===== config.mk =====
export PLATFORM = sky130hd
export DESIGN_NAME = uart_rx
export DESIGN_NICKNAME = d
export VERILOG_FILES = /design/src/rtl/uart_pkg.sv /design/src/rtl/sync_2ff.sv /design/src/rtl/uart_rx.sv
export SDC_FILE = /design/constraint.sdc
export NUM_CORES = 1
export LEC_CHECK = 0
export ABC_AREA = 1
export BUFFER_PORTS_ARGS = -buffer_cell sky130_fd_sc_hd__buf_2
export CORE_UTILIZATION = 55
export DETAILED_ROUTE_END_ITERATION = 6
export PLACE_DENSITY_LB_ADDON = 0.25
export REMOVE_ABC_BUFFERS = 1
export SETUP_SLACK_MARGIN = 0.05
export SYNTH_ARGS = -nofsm -noshare
export SYNTH_HDL_FRONTEND = slang
export SYNTH_SLANG_ARGS = --single-unit

===== constraint.sdc =====
create_clock -name clock -period 4.4 [get_ports clock]
set_clock_uncertainty 0.15 [all_clocks]
set_input_delay 0.22 -clock clock [delete_from_list [all_inputs] [get_ports clock]]
set_output_delay 0.22 -clock clock [all_outputs]
set_load 0.05 [all_outputs]

===== src/rtl/uart_pkg.sv =====
// Shared UART definitions: receiver state encoding and the baud divisor helper
// used by both uart_rx and uart_tx.
package uart_pkg;

    typedef enum logic [2:0] {
        IDLE,
        START,
        DATA,
        STOP,
        BREAK
    } uart_rx_state_t;

    function automatic int unsigned uart_divisor(input int unsigned clock_hz,
                                                 input int unsigned baud);
        return clock_hz / baud;
    endfunction

endpackage


===== src/rtl/sync_2ff.sv =====
// Two-stage single-bit synchronizer with a parameterized reset value.
module sync_2ff #(
    parameter logic ResetVal = 1'b1
) (
    input  logic clk_i,
    input  logic rst_i,
    input  logic d_i,
    output logic q_o
);

    logic [1:0] sync_q;

    always_ff @(posedge clk_i) begin
        if (rst_i) begin
            sync_q <= {2{ResetVal}};
        end else begin
            sync_q <= {sync_q[0], d_i};
        end
    end

    assign q_o = sync_q[1];

endmodule


===== src/rtl/uart_rx.sv =====
// 8N1 UART receiver: mid-bit sampling from a half-bit-delayed start edge,
// one-cycle valid/ferr strobes, break lockout after a framing error.
module uart_rx #(
    parameter int unsigned Clock = 50_000_000,
    parameter int unsigned Baud  = 115_200
) (
    input  logic       clock,
    input  logic       reset,
    input  logic       rxd,
    output logic [7:0] data,
    output logic       valid,
    output logic       ferr,
    output logic       busy
);

    import uart_pkg::*;

    localparam int unsigned Divisor = uart_divisor(Clock, Baud);
    localparam int unsigned Half    = Divisor / 2;
    localparam int unsigned CntW    = $clog2(Divisor);

    localparam logic [CntW-1:0] CntHalf = CntW'(Half - 1);
    localparam logic [CntW-1:0] CntFull = CntW'(Divisor - 1);

    logic            rxs;
    uart_rx_state_t  state_q;
    logic [CntW-1:0] cnt_q;
    logic [2:0]      idx_q;
    logic [7:0]      shift_q;
    logic [7:0]      data_q;
    logic            valid_q;
    logic            ferr_q;
    logic            busy_q;
    logic            rxs_prev_q;
    logic [1:0]      arm_q;

    sync_2ff #(
        .ResetVal(1'b1)
    ) u_sync (
        .clk_i(clock),
        .rst_i(reset),
        .d_i  (rxd),
        .q_o  (rxs)
    );

    always_ff @(posedge clock) begin
        if (reset) begin
            state_q    <= IDLE;
            cnt_q      <= '0;
            idx_q      <= '0;
            shift_q    <= '0;
            data_q     <= '0;
            valid_q    <= 1'b0;
            ferr_q     <= 1'b0;
            busy_q     <= 1'b0;
            rxs_prev_q <= 1'b0;
            arm_q      <= '0;
        end else begin
            valid_q <= 1'b0;
            ferr_q  <= 1'b0;
            // The synchronizer's reset-value ones are not real line state, so the
            // edge history ignores them; a line held low through reset cannot start a frame.
            arm_q      <= {arm_q[0], 1'b1};
            rxs_prev_q <= rxs & arm_q[1];
            if (cnt_q != '0) begin
                cnt_q <= cnt_q - 1'b1;
            end

            unique case (state_q)
                IDLE: begin
                    if (rxs_prev_q && !rxs) begin
                        cnt_q   <= CntHalf;
                        state_q <= START;
                        busy_q  <= 1'b1;
                    end
                end
                START: begin
                    if (cnt_q == '0) begin
                        if (!rxs) begin
                            cnt_q   <= CntFull;
                            idx_q   <= '0;
                            state_q <= DATA;
                        end else begin
                            state_q <= IDLE;
                            busy_q  <= 1'b0;
                        end
                    end
                end
                DATA: begin
                    if (cnt_q == '0) begin
                        shift_q <= {rxs, shift_q[7:1]};
                        cnt_q   <= CntFull;
                        idx_q   <= idx_q + 1'b1;
                        if (idx_q == 3'd7) begin
                            state_q <= STOP;
                        end
                    end
                end
                STOP: begin
                    if (cnt_q == '0) begin
                        if (rxs) begin
                            data_q  <= shift_q;
                            valid_q <= 1'b1;
                            state_q <= IDLE;
                            busy_q  <= 1'b0;
                        end else begin
                            ferr_q  <= 1'b1;
                            state_q <= BREAK;
                        end
                    end
                end
                BREAK: begin
                    if (rxs) begin
                        state_q <= IDLE;
                        busy_q  <= 1'b0;
                    end
                end
                default: begin
                    state_q <= IDLE;
                    busy_q  <= 1'b0;
                end
            endcase
        end
    end

    assign data  = data_q;
    assign valid = valid_q;
    assign ferr  = ferr_q;
    assign busy  = busy_q;

endmodule


; ---- Word-level counts from Yosys, hierarchy flattened
; Index checks and enable logic that the tools add are counted.
[word_totals]
register_bits = 39
input_bits = 3
wordCells = 70
[classes]
add_sub_neg = 2
n_eq_ne = 13
muxes = 26
bitwise = 4
reduce_logical = 13
[op_table]
columns = cell, n
row1 = $mux W9, 5
row2 = $mux W3, 10
row3 = $pmux W9 S3, 1
row4 = $pmux W3 S5, 1
row5 = $ne A2 B2 Y1 const B, 6
row6 = $logic_not A9 Y1, 1
row7 = $reduce_bool A9 Y1, 1
row8 = $sub A9 B1 Y9 const B, 1
row9 = $eq A3 B2 Y1 const B, 2
row10 = $eq A3 B3 Y1 const B, 2
row11 = $mux W1, 6
row12 = $pmux W3 S2, 1
row13 = $reduce_and A3 Y1, 2
row14 = $reduce_and A6 Y1, 1
row15 = $ne A2 B1 Y1 const B, 2
row16 = $pmux W1 S4, 1
row17 = $reduce_and A4 Y1, 1
row18 = $add A3 B1 Y3 const B, 1
row19 = $eq A3 B1 Y1 const B, 1
row20 = $logic_not A3 Y1, 1
row21 = $not A1 Y1, 3
row22 = $reduce_or A3 Y1, 1
row23 = $mux W2, 1
row24 = $reduce_and A2 Y1, 1
row25 = 5 further kinds, 5

; ---- Depth between registers and ports, before layout
[depth]
word_depth = 5
ltp_mapped = 13
ltp_nobuf = 12

; ---- Modules after synthesis
; Synthesis repeated with hierarchy kept, for this count alone.
[hier_totals]
hier_cells = 244
area_unflattened_um2 = 1864.3
[by_module_without_submodules]
columns = mod, instances, cells_per_inst, area_each_um2
row1 = uart_rx, 1, 237, 1805.5
row2 = sync_2ff, 1, 7, 58.8

; ---- Worst setup path after synthesis
; Ideal clock, no wire load.
[synth_timing]
path_type = register to register
from = register cnt_q[0]
to = register cnt_q[0]
setup_ps = 110
arrival_time_ps = 1505
required_time_ps = 4140
setup_slack_ps = 2636
path_stages_with_launch = 13
n_path_buf = 0
synth_period_minus_slack_ps = 1764
path_cell_list = dfxtp_1 -> inv_1 -> ha_1 -> inv_1 -> nor2_1 -> nand2_1 -> nor2_4 -> inv_2 -> ha_1 -> o21ai_1 -> nand3_1 -> nand2_1 -> inv_1
[synth_via]
elab_chain_cells = 5
elab_cells_between_ends = 9
[synth_lines]
columns = item, line
row1 = from (decl), uart_rx.sv:27  ; logic [CntW-1:0] cnt_q;
row2 = from (signal assigned), uart_rx.sv:66  ; cnt_q <= cnt_q - 1'b1;
row3 = from (signal assigned), uart_rx.sv:72  ; cnt_q <= CntHalf;
row4 = from (signal assigned), uart_rx.sv:80  ; cnt_q <= CntFull;
row5 = $sub A9 B1 Y9 / $reduce_bool A9 Y1 (equally long branches), "uart_rx.sv:66, uart_rx.sv:65"
row6 = $mux W9, uart_rx.sv:65  ; if (cnt_q != '0) begin
row7 = $mux W9, uart_rx.sv:79  ; if (!rxs) begin
row8 = $mux W9, uart_rx.sv:78  ; if (cnt_q == '0) begin
row9 = $pmux W9 S3 (*), uart_rx.sv:69  ; unique case (state_q)
; Every way passes the cells marked *; elsewhere a longest branch is shown, timed or not.
; A chain may end at the register's enable or synchronous reset.

; ---- Final worst setup path
; Ends and elaborated chain as after synthesis.

==> summary.md <==
| Metric | Value |
|---|---|
| Outcome | finished, final reports clean |
| Reg2Reg Setup Slack | ~2300 ps |
| Cell Count, Final, Fillers Out | slightly above 300 |
| CP Cell Sequence | inv_1 > ha_1 > inv_1 > nor2_1 > nand2_1 > nor2_4 > inv_2 > ha_1 > o21ai_1 > nand3_1 > nand2_1 > inv_1 |
| Mean Syn Cell Area | ~7.5 sq um |
| Mapped Area | roughly 1900 sq um |
| Pwr Total | between 1 and 1.5 mW |
| Distinct cells, synth | 34 |
| Fill cells | 313 |
| GRT Total Usage | 0.2290 |
| Most frequent CP cell | inv_1 |
| CP peak stage delay | 350 ps |
| Final HPWL DP | about 2500 microns |
| RSZ-0062 raised after global routing | no |
| TritonCTS clock tree | done |
| Final setup margin | about 2300 ps |
| CP delay by family, top | simple AND/OR/NAND/NOR gates |
| Wire per inst | 11.39 microns |
| First-pass GRT wire length | between 6000 and 7000 microns |
| Max-Cap Viols | 0 |
| Register area share after synthesis | 0.4157 |
| Worst vdd rail ir drop | roughly 310 uV |
| Min cycle time layout | about 2100 ps |
| Crit start category | flip-flop |
| Initial Util | 0.5956 |
| Yosys top cell by area | dfxtp_1 |
| Clock Latency Late Sink | between 300 and 400 ps |
| Leakage | 0.9655 nW |
| Die width | roughly 60 microns |
| Yosys Warn Count | 0 |
| Area of the multi-input gates | a little over 900 sq um |
| GP Congestion | roughly 0.88 |
| Post-CTS Setup Bufs | 0 |
| Max Transition Viols Final | 0 |
| PD cells | 674.0 nW/um^2 |
| End of the critical path | cnt_q[0]$_SDFF_PP0_ |
| Initial antenna violation count | 0 |
| GR Overflow Total | 0 |
| Critical path type | flip-flop to flip-flop |
| CTS Buf Count | 5 |
| Iteration-0 DRC count of the detailed router | 63 |
| WP depth | 12 |
| Setup tns final | 0 ps |
| CTS H-tree lvls | 2 |
| Via count | 1547 |
| Core area | 3153 sq um |
| Antenna diodes | 0 |
| Hold Crit Class | primary input to flip-flop |
| Placed cell count | 300 |
| Port-buffer cells | 13 |
| Pre-Repair DR Iteration Count | 4 |
| Layout Nets | 272 |
| Largest net degree at the start of global routing | 25 |
| Antenna Nets Post-Route | 0 |
| Worst setup startpoint | cnt_q[0]$_SDFF_PP0_ |
| Worst-path clk slew | about 130 ps |
| Seq cells post-synth | 39 |
| Post-CTS resize count | 0 |
| Reg-to-reg critical path startpoint | cnt_q[0]$_SDFF_PP0_ |
| Reg2Reg Capture Point | cnt_q[0]$_SDFF_PP0_ |
| Crit path buffers/inverters | 4 |
| Worst Tran Pin Value | 512.9 ps |
| DIE AREA | 3652 sq um |
| WP data required | 4520 ps |
| Period utilisation layout | 0.4869 |
| Routed wire length | 3507 microns |
| F_max | 466.8 MHz |
| IO Pins | 14 |
| Core Util, Final | 0.6401 |
| DR vias/cell | 5.023 |
| Final Hold Viols | 0 |
| WP data arrival | ~2300 ps |
| DRC | 0 |
| Root Buffer | clkbuf_4 |
| Die Span Y | approximately 60 microns |
| Layout area overhead | 7.462% |
| Synth top area cells | dfxtp_1, nand2_1, nor2_1 |
| CTS Sinks | 39 |
| Slowest CP cell | dfxtp_1 |
| Layout cells sized above 1 | 0.1818 |
| FP Rows | 20 |
| Register area | between 700 and 800 sq um |
| Hold buffers post-CTS | 1 |
| Clock Path Buffers | 2 |
| Final-report setup violation count | 0 |
| Rel. slew slack | 0.6577 |
| Yosys top cell area share | 0.4157 |
| Post-place setup slack | 2297 ps |
| Vias in the first global route | 1383 |
| Critical Path Fanout Max | 11 |
| Synth Instances | 250 |
| CP Capture Type | flip-flop |
| R2r worst-path depth | 12 |
layout make-up:
class / instances / share of cell area
inverters: 36 / 0.06696
clock inverters: 1 / 0.004340
flip-flops and latches: 39 / 0.3869
multi-input cells: 168 / 0.4520
repair buffers: 14 / 0.03720
well taps: 44 / 0.02728
clock buffers: 6 / 0.02542
cell families after synthesis:
| kind of cell | count (synthesis) | share of synthesized area |
|---|---|---|
| simple gates | 121 | 0.2951 |
| buf+inv | 43 | 0.09860 |
| compound gates | 41 | 0.1526 |
| flops | 39 | 0.4157 |
| fa+ha+maj | 5 | 0.03331 |
| xor+xnor | 1 | 0.004664 |
metrics by stage:
stage | instance area [sq um] | hold slack [ps]
after CTS | 2018 | 159.9
after global placement | 1948 | 243.2
final | 2018 | 157.9
after global routing | 2018 | 172.2
after detailed placement | 1948 | 250.5
after floorplan | 1828 | 139.1
worst reg2reg max path: stages (launching register included):
cell     delay (ps)
dfxtp_1         350
inv_1           130
ha_1            160
inv_1            50
nor2_1           70
nand2_1          80
nor2_4          240
inv_2           170
ha_1            320
o21ai_1         140
nand3_1          80
nand2_1          60
inv_1            50
synth_stat cells, drive strengths merged:
cell type,instances
xnor2,1
nand3b,1
ha,5
inv,35
a211oi,9
dfxtp,39
o21ai,17
nor3,5
clkinv,1
clkbuf,2
nand4,3
a31oi,1
a21oi,11
buf,5
or2,3
nand3,16
o211ai,1
nor2,45
o2111ai,1
nand2,48
o41ai,1
registers in the layout (all words and copies together), names as in the netlist:
register / flops
rxs_prev_q: 1
arm_q: 2
busy: 1
ferr: 1
cnt_q: 9
data: 8
state_q: 3
u_sync.sync_q: 2
shift_q: 8
valid: 1
idx_q: 3
cells in the final DEF, fill, tap and decap left out, types with 2 or more instances in the layout:
master,instances
a211oi_2,8
nand2_2,2
inv_2,7
ha_1,5
nor2_1,40
nor2_4,4
buf_2,13
dfxtp_1,39
nor3_1,4
clkbuf_4,5
a21oi_1,10
or2_2,2
o21ai_0,3
nand2_1,46
nand4_1,3
inv_1,28
o21ai_1,13
nand3_1,15
how the worst min path moves through the flow:
stage                                startpoint                           to  slack [ps]  cells after the start
finish                                    reset        rxs_prev_q$_SDFF_PP0_         160                      2
global route                              reset          arm_q[1]$_SDFF_PP0_         170                      2
CTS                                       reset          arm_q[1]$_SDFF_PP0_         160                      2
detailed placement  u_sync.sync_q[0]$_SDFF_PP1_  u_sync.sync_q[1]$_SDFF_PP1_         250                      1
global placement               arm_q[0]$_DFF_P_          arm_q[1]$_SDFF_PP0_         240                      2
floorplan                                 reset            busy$_SDFFE_PP0P_         140                      1
where the power goes:
group,switching (mW),internal (mW),leakage (nW)
combinational,0.446,0.232,0.613
clock,0.118,0.0770,0.0347
sequential,0.0680,0.419,0.318
total,0.633,0.728,0.966
metal layers:
metal / vias up / part of all wire / global-route usage
met2: 40 / 0.43 / 0.3438
met1: 665 / 0.48 / 0.3042
met3: 11 / 0.060 / 0.07036
met5: - / 0 / 0
met4: 0 / 0.029 / 0.1006
li1: 831 / - / -
No activity file was read; power rests on OpenSTA's default activity.
